--- src/rtl/clkdiv_pkg.sv ---
// Shared types and constants for the gated clock divider.
package clkdiv_pkg;

  typedef enum logic [1:0] {
    IDLE,
    RUN,
    DRAIN
  } state_t;

  localparam int MIN_RATIO     = 2;
  localparam int DEFAULT_WIDTH = 8;

endpackage

--- src/rtl/clkdiv_period_counter.sv ---
// Period counter for the gated clock divider: clamps the loaded ratio to at
// least MIN_RATIO, counts 0..R-1 while running and flags the wrap cycle.
module clkdiv_period_counter
  import clkdiv_pkg::*;
#(
  parameter int WIDTH = DEFAULT_WIDTH
) (
  input  logic             clk,
  input  logic             rst_n,
  input  logic             run,
  input  logic [WIDTH-1:0] ratio,
  output logic [WIDTH-1:0] eff_ratio,
  output logic [WIDTH-1:0] cnt_next,
  output logic             wrap
);

  logic [WIDTH-1:0] cnt;

  assign eff_ratio = (ratio < WIDTH'(MIN_RATIO)) ? WIDTH'(MIN_RATIO) : ratio;
  assign wrap      = (cnt == eff_ratio - WIDTH'(1));

  // Idle holds the counter at zero so the first running edge starts a period.
  assign cnt_next  = (run && !wrap) ? cnt + WIDTH'(1) : '0;

  always_ff @(posedge clk or negedge rst_n) begin
    if (!rst_n) begin
      cnt <= '0;
    end else begin
      cnt <= cnt_next;
    end
  end

endmodule

--- src/rtl/clkdiv_gate_ctrl.sv ---
// Gated, glitch-free clock divider with ratio reload handshake.
// Define CLKDIV_DUTY50_EN to add falling-edge duty correction for odd ratios.
module clkdiv_gate_ctrl
  import clkdiv_pkg::*;
#(
  parameter int WIDTH     = DEFAULT_WIDTH,
  parameter int DIV_RESET = 2
) (
  input  logic             CLK,
  input  logic             RN,
  input  logic             EN,
  input  logic             CFG_REQ,
  input  logic [WIDTH-1:0] CFG_DIV,
  output logic             CFG_ACK,
  output logic             CLKOUT,
  output logic             RUNNING
);

  state_t           state;
  state_t           state_next;
  logic [WIDTH-1:0] ratio;
  logic [WIDTH-1:0] eff_ratio;
  logic [WIDTH-1:0] cnt_next;
  logic [WIDTH-1:0] high_cnt;
  logic             wrap;
  logic             run;
  logic             load;
  logic             clkout_q;
  logic             clkout_d;

  assign run      = (state != IDLE);
  assign high_cnt = eff_ratio >> 1;

  // A ratio change only lands at a period boundary so no pulse is cut short.
  assign load = CFG_REQ && !CFG_ACK && ((state == IDLE) || wrap);

  clkdiv_period_counter #(
    .WIDTH(WIDTH)
  ) u_counter (
    .clk      (CLK),
    .rst_n    (RN),
    .run      (run),
    .ratio    (ratio),
    .eff_ratio(eff_ratio),
    .cnt_next (cnt_next),
    .wrap     (wrap)
  );

  always_ff @(posedge CLK or negedge RN) begin
    if (!RN) begin
      state <= IDLE;
    end else begin
      state <= state_next;
    end
  end

  always_comb begin
    state_next = state;
    unique case (state)
      IDLE:    state_next = EN ? RUN : IDLE;
      RUN:     state_next = EN ? RUN : DRAIN;
      DRAIN:   state_next = EN ? RUN : (wrap ? IDLE : DRAIN);
      default: state_next = IDLE;
    endcase
  end

  always_comb begin
    RUNNING  = (state == RUN) || (state == DRAIN);
    clkout_d = (state_next != IDLE) && (cnt_next < high_cnt);
  end

  always_ff @(posedge CLK or negedge RN) begin
    if (!RN) begin
      clkout_q <= 1'b0;
      CFG_ACK  <= 1'b0;
      ratio    <= WIDTH'(DIV_RESET);
    end else begin
      clkout_q <= clkout_d;
      CFG_ACK  <= load;
      if (load) begin
        ratio <= CFG_DIV;
      end
    end
  end

`ifdef CLKDIV_DUTY50_EN
  logic ext_q;

  // Holds the output high half a period past the registered fall for odd R.
  always_ff @(negedge CLK or negedge RN) begin
    if (!RN) begin
      ext_q <= 1'b0;
    end else begin
      ext_q <= clkout_q & eff_ratio[0];
    end
  end

  assign CLKOUT = clkout_q | ext_q;
`else
  assign CLKOUT = clkout_q;
`endif

endmodule

--- config.mk ---
export PLATFORM = sky130hd
export DESIGN_NAME = clkdiv_gate_ctrl
export DESIGN_NICKNAME = d
export VERILOG_FILES = /design/src/rtl/clkdiv_pkg.sv /design/src/rtl/clkdiv_period_counter.sv /design/src/rtl/clkdiv_gate_ctrl.sv
export SDC_FILE = /design/constraint.sdc
export NUM_CORES = 1
export LEC_CHECK = 0
export CAP_MARGIN = 20
export CORE_MARGIN = 10
export CORE_UTILIZATION = 61
export CTS_CLUSTER_DIAMETER = 200
export DETAILED_ROUTE_END_ITERATION = 16
export GPL_ROUTABILITY_DRIVEN = 0
export MAX_ROUTING_LAYER = met4
export PLACE_DENSITY = 0.95
export SLEW_MARGIN = 40
export SYNTH_ARGS = -nofsm -noshare
export SYNTH_HDL_FRONTEND = slang
export SYNTH_SLANG_ARGS = --single-unit
--- constraint.sdc ---
create_clock -name CLK -period 7.7 [get_ports CLK]
set_input_delay 1.925 -clock CLK [delete_from_list [all_inputs] [get_ports CLK]]
set_output_delay 1.925 -clock CLK [all_outputs]
set_load 0.02 [all_outputs]
==> results.sh, run 1 <==
export IMPL_outcome="finished, final reports clean"
export IMPL_synth_top_area_cell="sky130_fd_sc_hd__dfrtp_1"
export IMPL_yosys_warnings=0
export IMPL_worst_setup_sp_type="register"
export IMPL_grt_pass1_wl_um=6660
export IMPL_worst_setup_hold_path_clk_slew_ns=0.12
export IMPL_row_count=18
export IMPL_setup_violations=0
export IMPL_worst_r2r_path_depth=14
export IMPL_critPathRequiredTime_ns=7.93
export IMPL_finalClockSkew_ns=0.0127
export IMPL_power_switching_uw=201
export IMPL_drt_total_wl_um=3850
export IMPL_relative_max_transition_margin=0.542
export IMPL_pwr_share_comb=0.483
export IMPL_synth_ff_type="sky130_fd_sc_hd__dfrtp_1"
export IMPL_cts_repair_resize_count=0
export IMPL_dr_first_iter_drc_count=184
export IMPL_grt_overflow=0
export IMPL_grt_use_met1=0.185
export IMPL_detail_route_first_pass_iterations=4
export IMPL_synth_edff_count=0
export IMPL_power_per_cell_area_nw_per_um2=283
export IMPL_clockPowerShare=0.175
export IMPL_peak_freq_mhz=202
export IMPL_via_count_of_the_routed_design=1382
export IMPL_cts_htree_levels=1
export IMPL_synthDominantCellAreaShare=0.303
export IMPL_finalSetupTns_ns=0
export IMPL_detail_route_drc_violations=0
export IMPL_drv_max_cap_violation_count=0
export IMPL_die_h_um=70.7
export IMPL_synth_cell_area_sq_um=1570
export IMPL_post_route_min_period_ns=4.94
export IMPL_syn_instance_count=179
export IMPL_postCtsHoldBufs=0
export IMPL_antenna_violations_before_repair=0
export IMPL_regToRegEndpoint="CLKOUT$_DFF_PN0_"
export IMPL_antenna_cells=0
export IMPL_core_area_sq_um=2480
export IMPL_gr_util_all_layers=0.159
export IMPL_min_delay_worst_endpoint="u_counter.cnt[0]$_DFF_PN0_"
export IMPL_worst_endpoint_arrival_ns=5.17
export IMPL_grt_start_max_net_pins=21
export IMPL_ir_worst_vdd_v=0.000229
export IMPL_viasPerCell=6.37
export IMPL_first_global_vias=1474
export IMPL_fin_util=0.703
export IMPL_grt_busiest_layer="met2"
export IMPL_hold_path_startpoint="u_counter.cnt[0]$_DFF_PN0_"
export IMPL_synth_net_count=203
export IMPL_fin_ws_ns=2.76
export IMPL_cts_made_buffers=3
export IMPL_hold_depth=1
export IMPL_die_area_sq_um=5000
export IMPL_die_extent_in_x_um=70.7
export IMPL_ctsRootBufferMaster="sky130_fd_sc_hd__clkbuf_4"
export IMPL_hold_viol=0
export IMPL_power_share_sequential=0.342
export IMPL_period_share=0.642
export IMPL_synth_area_per_cell_sq_um=8.77
export IMPL_drive_gt1_frac=0.0695
export IMPL_place_port_buffers=14
export IMPL_post_layout_total_power_uw=492
export IMPL_finalMaxSlewViolations=0
export IMPL_fraction_of_met2_tracks_used_by_global_routing=0.272
export IMPL_startpoint_of_the_worst_register_to_register_path="ratio[2]$_DFFE_PN0P_"
export IMPL_setup_worst_path_class="register to register"
export IMPL_synthTopCellsByArea="sky130_fd_sc_hd__dfrtp_1, sky130_fd_sc_hd__ha_1, sky130_fd_sc_hd__xnor2_1"
export IMPL_post_place_ws_ns=2.79
export IMPL_ys_types=43
export IMPL_avgRoutedWirePerCell_um=17.7
export IMPL_dpl_hpwl_um=2930
export IMPL_cts_sink_count=20
export IMPL_worst_slew_pin_slew_ns=0.687
export IMPL_start_util=0.634
export IMPL_setup_repair_after_global_routing_missed_its_margin="false"
export IMPL_timing_reg2reg_setup_slack_ns=2.76
export IMPL_internal_power_uw=291
export IMPL_postLayoutCellArea_sq_um=1740
export IMPL_io_pins=15
export IMPL_cp_end_kind="register"
export IMPL_tritoncts="built"
export IMPL_synth_yosys_seq_area_share=0.320
export IMPL_global_route_usage_met3=0.0223
export IMPL_area_growth_syn_to_layout_pct=10.8
export IMPL_synth_async_reset_ratio=1.00
export IMPL_postCtsSetupRepairBufs=0
export IMPL_leakage_nw=0.798
export IMPL_critPathMaxFanout=20
export IMPL_ys_seq_elements=20
export IMPL_swShare=0.408
export IMPL_num_nets_final=212
export IMPL_hold_path_class="register to register"
export IMPL_worstSkewPairLatency_ns=0.31
export IMPL_route_antenna_remaining_nets=0
export IMPL_cts_buffer_depth=2
export IMPL_post_dp_cell_area_sq_um=1690
==> per-layer routing <==
metal  routed length (um)  vias to the layer above  part of all wire
met3                  129                        4             0.034
met5                    0                        -                 0
met1                 1660                      674              0.43
met4                   32                        0            0.0083
li1                     -                      672                 -
met2                 2030                       32              0.53
==> flip-flops by register name, indices dropped and copies added, names as in the netlist <==
name,cells
ratio,8
CLKOUT,1
u_counter.cnt,8
CFG_ACK,1
state,2
==> power groups by stage <==
stage	clock (mW)	combinational (mW)	sequential, mW
after floorplan	0	0.182	0.159
after global placement	0	0.222	0.166
after detailed placement	0	0.236	0.169
after CTS	0.0873	0.236	0.167
after global routing	0.0905	0.267	0.172
final	0.0862	0.237	0.168
==> Yosys cell counts, types with 4 or more instances <==
cell and count:
sky130_fd_sc_hd__o311ai_1 8, sky130_fd_sc_hd__ha_1 12, sky130_fd_sc_hd__a221oi_1 8, sky130_fd_sc_hd__a21oi_1 7, sky130_fd_sc_hd__nor2b_1 5, sky130_fd_sc_hd__xnor2_1 9
sky130_fd_sc_hd__clkbuf_1 6, sky130_fd_sc_hd__nor2_1 16, sky130_fd_sc_hd__nand2_1 17, sky130_fd_sc_hd__inv_1 14, sky130_fd_sc_hd__and3_1 10, sky130_fd_sc_hd__dfrtp_1 19
sky130_fd_sc_hd__o21ai_0 4
==> critical path, stage by stage (launching register included) <==
cell	delay (ns)
sky130_fd_sc_hd__dfrtp_1	0.48
sky130_fd_sc_hd__or4_1	0.52
sky130_fd_sc_hd__o21ai_1	0.20
sky130_fd_sc_hd__ha_1	0.19
sky130_fd_sc_hd__or3b_4	0.39
sky130_fd_sc_hd__or4_1	0.48
sky130_fd_sc_hd__nand3_1	0.11
sky130_fd_sc_hd__nand4_2	0.48
sky130_fd_sc_hd__o21bai_2	0.51
sky130_fd_sc_hd__nor2_1	0.12
sky130_fd_sc_hd__ha_1	0.33
sky130_fd_sc_hd__a211o_1	0.30
sky130_fd_sc_hd__o21a_1	0.18
sky130_fd_sc_hd__or3_1	0.38
sky130_fd_sc_hd__o31ai_2	0.17
==> cell type report <==
class	count	area, sq um
Clock buffer	3	22.5
Clock inverter	1	30.0
Fill cell	184	737
Inverter	14	52.6
Multi-Input combinational cell	134	953
Sequential cell	20	502
Tap cell	30	37.5
Timing Repair Buffer	15	143
==> worst max path at each step <==
stage,to,slack [ns],startpoint,cells after the start
finish,CLKOUT$_DFF_PN0_,2.76,ratio[2]$_DFFE_PN0P_,14
global route,CLKOUT$_DFF_PN0_,2.45,ratio[2]$_DFFE_PN0P_,14
CTS,CLKOUT$_DFF_PN0_,2.76,ratio[2]$_DFFE_PN0P_,14
detailed placement,CLKOUT$_DFF_PN0_,2.79,ratio[2]$_DFFE_PN0P_,14
global placement,CLKOUT$_DFF_PN0_,3.02,ratio[2]$_DFFE_PN0P_,14
floorplan,CLKOUT$_DFF_PN0_,3.57,ratio[2]$_DFFE_PN0P_,15
==> cell families after synthesis <==
group,Yosys count,share of synthesized area
AOI/OAI and AO/OA,42,0.208
xor gates and xnor gates,13,0.0813
adders and majority gates,12,0.0956
buffers and inverters,25,0.0749
DFF,20,0.320
and+or+nand+nor,67,0.221
==> metrics by stage <==
step,instances,hold slack (ns)
after global placement,213,0.553
final,217,0.563
after floorplan,179,0.483
after global routing,217,0.604
after detailed placement,213,0.556
after CTS,217,0.560
==> cells in the final DEF, fill, tap and decap left out, types with 2 or more instances in the layout <==
master / instances
sky130_fd_sc_hd__and2_1: 2
sky130_fd_sc_hd__or3_1: 2
sky130_fd_sc_hd__clkbuf_4: 3
sky130_fd_sc_hd__or4_1: 2
sky130_fd_sc_hd__xnor2_1: 9
sky130_fd_sc_hd__clkdlybuf4s50_1: 13
sky130_fd_sc_hd__nor2_1: 16
sky130_fd_sc_hd__inv_1: 14
sky130_fd_sc_hd__nand3_1: 3
sky130_fd_sc_hd__o311ai_1: 8
sky130_fd_sc_hd__nand2_1: 17
sky130_fd_sc_hd__o21ai_0: 4
sky130_fd_sc_hd__xor2_1: 3
sky130_fd_sc_hd__nand2b_1: 2
sky130_fd_sc_hd__o21ai_1: 2
sky130_fd_sc_hd__a21oi_1: 7
sky130_fd_sc_hd__ha_1: 12
sky130_fd_sc_hd__dfrtp_1: 19
sky130_fd_sc_hd__a211oi_1: 2
sky130_fd_sc_hd__a221oi_1: 8
sky130_fd_sc_hd__nor2b_1: 4
sky130_fd_sc_hd__nand4_1: 2
sky130_fd_sc_hd__nor3_1: 2
sky130_fd_sc_hd__and3_1: 10
Power figures use the tool's default switching activity.
==> run 2: changes to the inputs <==
- CORE_UTILIZATION: 61 -> 57
- PLACE_DENSITY: 0.95 -> 0.9
- clock period: 7.7 -> 4.94 ns (I/O delays scaled with it)
==> run 2 against run 1 <==
- fmax is 11% higher
- core utilization is 2.2 points lower
- setup slack worse by 2.3 ns
- combinational power is 55% higher
- via count is 0.36% lower
- die area is 5.0% higher
- first-iteration DRC count is 46% lower
- flip-flop and latch count stayed put
- register-to-register slack worse by 2.3 ns
- clock-buffer cell count is 1 higher
- critical path type unchanged
==> results.sh, run 2 (synthesis gave the netlist of run 1 again) <==
export IMPL_outcome="finished, final reports clean"
export IMPL_avgRoutedWirePerCell_um=17.1
export IMPL_setup_worst_path_class="register to register"
export IMPL_fin_ws_ns=0.507
export IMPL_antenna_cells=0
export IMPL_hold_path_class="register to register"
export IMPL_power_per_cell_area_nw_per_um2=420
export IMPL_timing_reg2reg_setup_slack_ns=0.51
export IMPL_worst_r2r_path_depth=14
export IMPL_pwr_share_comb=0.505
export IMPL_cts_repair_resize_count=0
export IMPL_viasPerCell=6.32
export IMPL_tritoncts="built"
export IMPL_hold_viol=0
export IMPL_period_share=0.897
export IMPL_detail_route_first_pass_iterations=4
export IMPL_finalSetupTns_ns=0
export IMPL_grt_start_max_net_pins=21
export IMPL_ctsRootBufferMaster="sky130_fd_sc_hd__clkbuf_4"
export IMPL_cp_end_kind="register"
export IMPL_io_pins=15
export IMPL_grt_overflow=0
export IMPL_dr_first_iter_drc_count=100
export IMPL_ir_worst_vdd_v=0.000325
export IMPL_worst_endpoint_arrival_ns=4.65
export IMPL_leakage_nw=0.795
export IMPL_fin_util=0.680
export IMPL_drive_gt1_frac=0.0745
export IMPL_row_count=18
export IMPL_cts_buffer_depth=2
export IMPL_core_area_sq_um=2540
export IMPL_layout_cells_most_common_list="sky130_fd_sc_hd__dfrtp_1, sky130_fd_sc_hd__nand2_1, sky130_fd_sc_hd__nor2_1"
export IMPL_postCtsHoldBufs=0
export IMPL_power_switching_uw=312
export IMPL_critPathMaxFanout=9
export IMPL_die_extent_in_x_um=72.5
export IMPL_worst_slew_pin_slew_ns=0.637
export IMPL_min_delay_worst_endpoint="u_counter.cnt[0]$_DFF_PN0_"
export IMPL_setup_violations=0
export IMPL_seq_area_sq_um=502
export IMPL_place_port_buffers=14
export IMPL_startpoint_of_the_worst_register_to_register_path="ratio[2]$_DFFE_PN0P_"
export IMPL_start_util=0.617
export IMPL_antenna_violations_before_repair=0
export IMPL_worst_setup_hold_path_clk_slew_ns=0.12
export IMPL_num_nets_final=213
export IMPL_layout_filler_cells=205
export IMPL_multi_input_comb_area_sq_um=953
export IMPL_internal_power_uw=416
export IMPL_critPathRequiredTime_ns=5.16
export IMPL_die_h_um=72.5
export IMPL_power_share_sequential=0.361
export IMPL_grt_pass1_wl_um=6360
export IMPL_peak_freq_mhz=226
export IMPL_dpl_hpwl_um=2940
export IMPL_die_area_sq_um=5250
export IMPL_drv_max_cap_violation_count=0
export IMPL_clockPowerShare=0.134
export IMPL_worst_setup_sp_type="register"
export IMPL_finalMaxSlewViolations=0
export IMPL_postCtsSetupRepairBufs=0
export IMPL_via_count_of_the_routed_design=1377
export IMPL_post_place_ws_ns=0.533
export IMPL_setup_repair_after_global_routing_missed_its_margin="false"
export IMPL_relative_max_transition_margin=0.575
export IMPL_layout_commonest_cell="sky130_fd_sc_hd__dfrtp_1"
export IMPL_fin_hold_ws_ns=0.593
export IMPL_regToRegEndpoint="CLKOUT$_DFF_PN0_"
export IMPL_first_global_vias=1410
export IMPL_detail_route_drc_violations=0
export IMPL_post_route_min_period_ns=4.43
export IMPL_gr_util_all_layers=0.150
export IMPL_top_regs="ratio: 8 flops, u_counter.cnt: 8 flops, state: 2 flops"
export IMPL_area_growth_syn_to_layout_pct=10.3
export IMPL_worstSkewPairLatency_ns=0.30
export IMPL_route_antenna_remaining_nets=0
export IMPL_cts_made_buffers=3
export IMPL_finalClockSkew_ns=0.00189
export IMPL_drt_total_wl_um=3730
export IMPL_cts_sink_count=20
export IMPL_hold_path_startpoint="u_counter.cnt[0]$_DFF_PN0_"
export IMPL_hold_depth=1
export IMPL_swShare=0.428
export IMPL_cts_htree_levels=1
[run 2: cell count changes in the layout (fill, tap and decap cells not counted)]
cell and delta:
sky130_fd_sc_hd__buf_4 +1, sky130_fd_sc_hd__bufinv_16 -1, sky130_fd_sc_hd__clkbuf_8 +1
[run 2: area by class of cell]
class / count / share of cell area
multi-input combinational: 134 / 0.551
tap: 30 / 0.0217
inverter: 14 / 0.0303
clock buffer: 4 / 0.0210
timing repair buffer: 16 / 0.0867
sequential: 20 / 0.290
[run 2: worst max-delay path by stage]
stage / depth (start not counted) / start / slack (ns) / endpoint
2_1_floorplan: 15 / ratio[2]$_DFFE_PN0P_ / 0.81 / CLKOUT$_DFF_PN0_
3_3_place_gp: 14 / ratio[2]$_DFFE_PN0P_ / 0.75 / CLKOUT$_DFF_PN0_
3_5_place_dp: 14 / ratio[2]$_DFFE_PN0P_ / 0.53 / CLKOUT$_DFF_PN0_
4_1_cts: 14 / ratio[2]$_DFFE_PN0P_ / 0.51 / CLKOUT$_DFF_PN0_
5_1_grt: 14 / ratio[2]$_DFFE_PN0P_ / 0.22 / CLKOUT$_DFF_PN0_
6_report: 14 / ratio[2]$_DFFE_PN0P_ / 0.51 / CLKOUT$_DFF_PN0_
[run 2: power by group through the flow]
stage	Clock [mW]	Sequential (mW)	Combinational [mW]
global route	0.105	0.269	0.410
floorplan	0	0.248	0.284
CTS	0.0985	0.262	0.369
finish	0.0974	0.263	0.368
global placement	0	0.259	0.349
detailed placement	0	0.265	0.368
[run 2: stage by stage]
step	total power [mW]	area [sq um]	cells
2_1_floorplan	0.532	1570	179
3_3_place_gp	0.609	1700	214
3_5_place_dp	0.632	1690	214
4_1_cts	0.729	1730	218
5_1_grt	0.784	1730	218
6_report	0.728	1730	218
[run 2: per-layer routing]
| layer | track usage | vias to the layer above | wire, um |
|---|---|---|---|
| met3 | 0.0163 | 8 | 126 |
| li1 | - | 669 | - |
| met5 | - | - | 0 |
| met4 | 0.0527 | 0 | 61 |
| met2 | 0.257 | 31 | 1950 |
| met1 | 0.178 | 669 | 1600 |
[run 2: critical path, stage by stage, from the launching register on]
cell and delay, ns:
sky130_fd_sc_hd__dfrtp_1 0.48, sky130_fd_sc_hd__or4_1 0.52, sky130_fd_sc_hd__o21ai_1 0.22, sky130_fd_sc_hd__ha_1 0.21, sky130_fd_sc_hd__or3b_4 0.39, sky130_fd_sc_hd__or4_1 0.47
sky130_fd_sc_hd__nand3_1 0.11, sky130_fd_sc_hd__nand4_2 0.13, sky130_fd_sc_hd__o21bai_2 0.35, sky130_fd_sc_hd__nor2_1 0.12, sky130_fd_sc_hd__ha_1 0.32, sky130_fd_sc_hd__a211o_1 0.29
sky130_fd_sc_hd__o21a_1 0.18, sky130_fd_sc_hd__or3_1 0.38, sky130_fd_sc_hd__o31ai_2 0.18
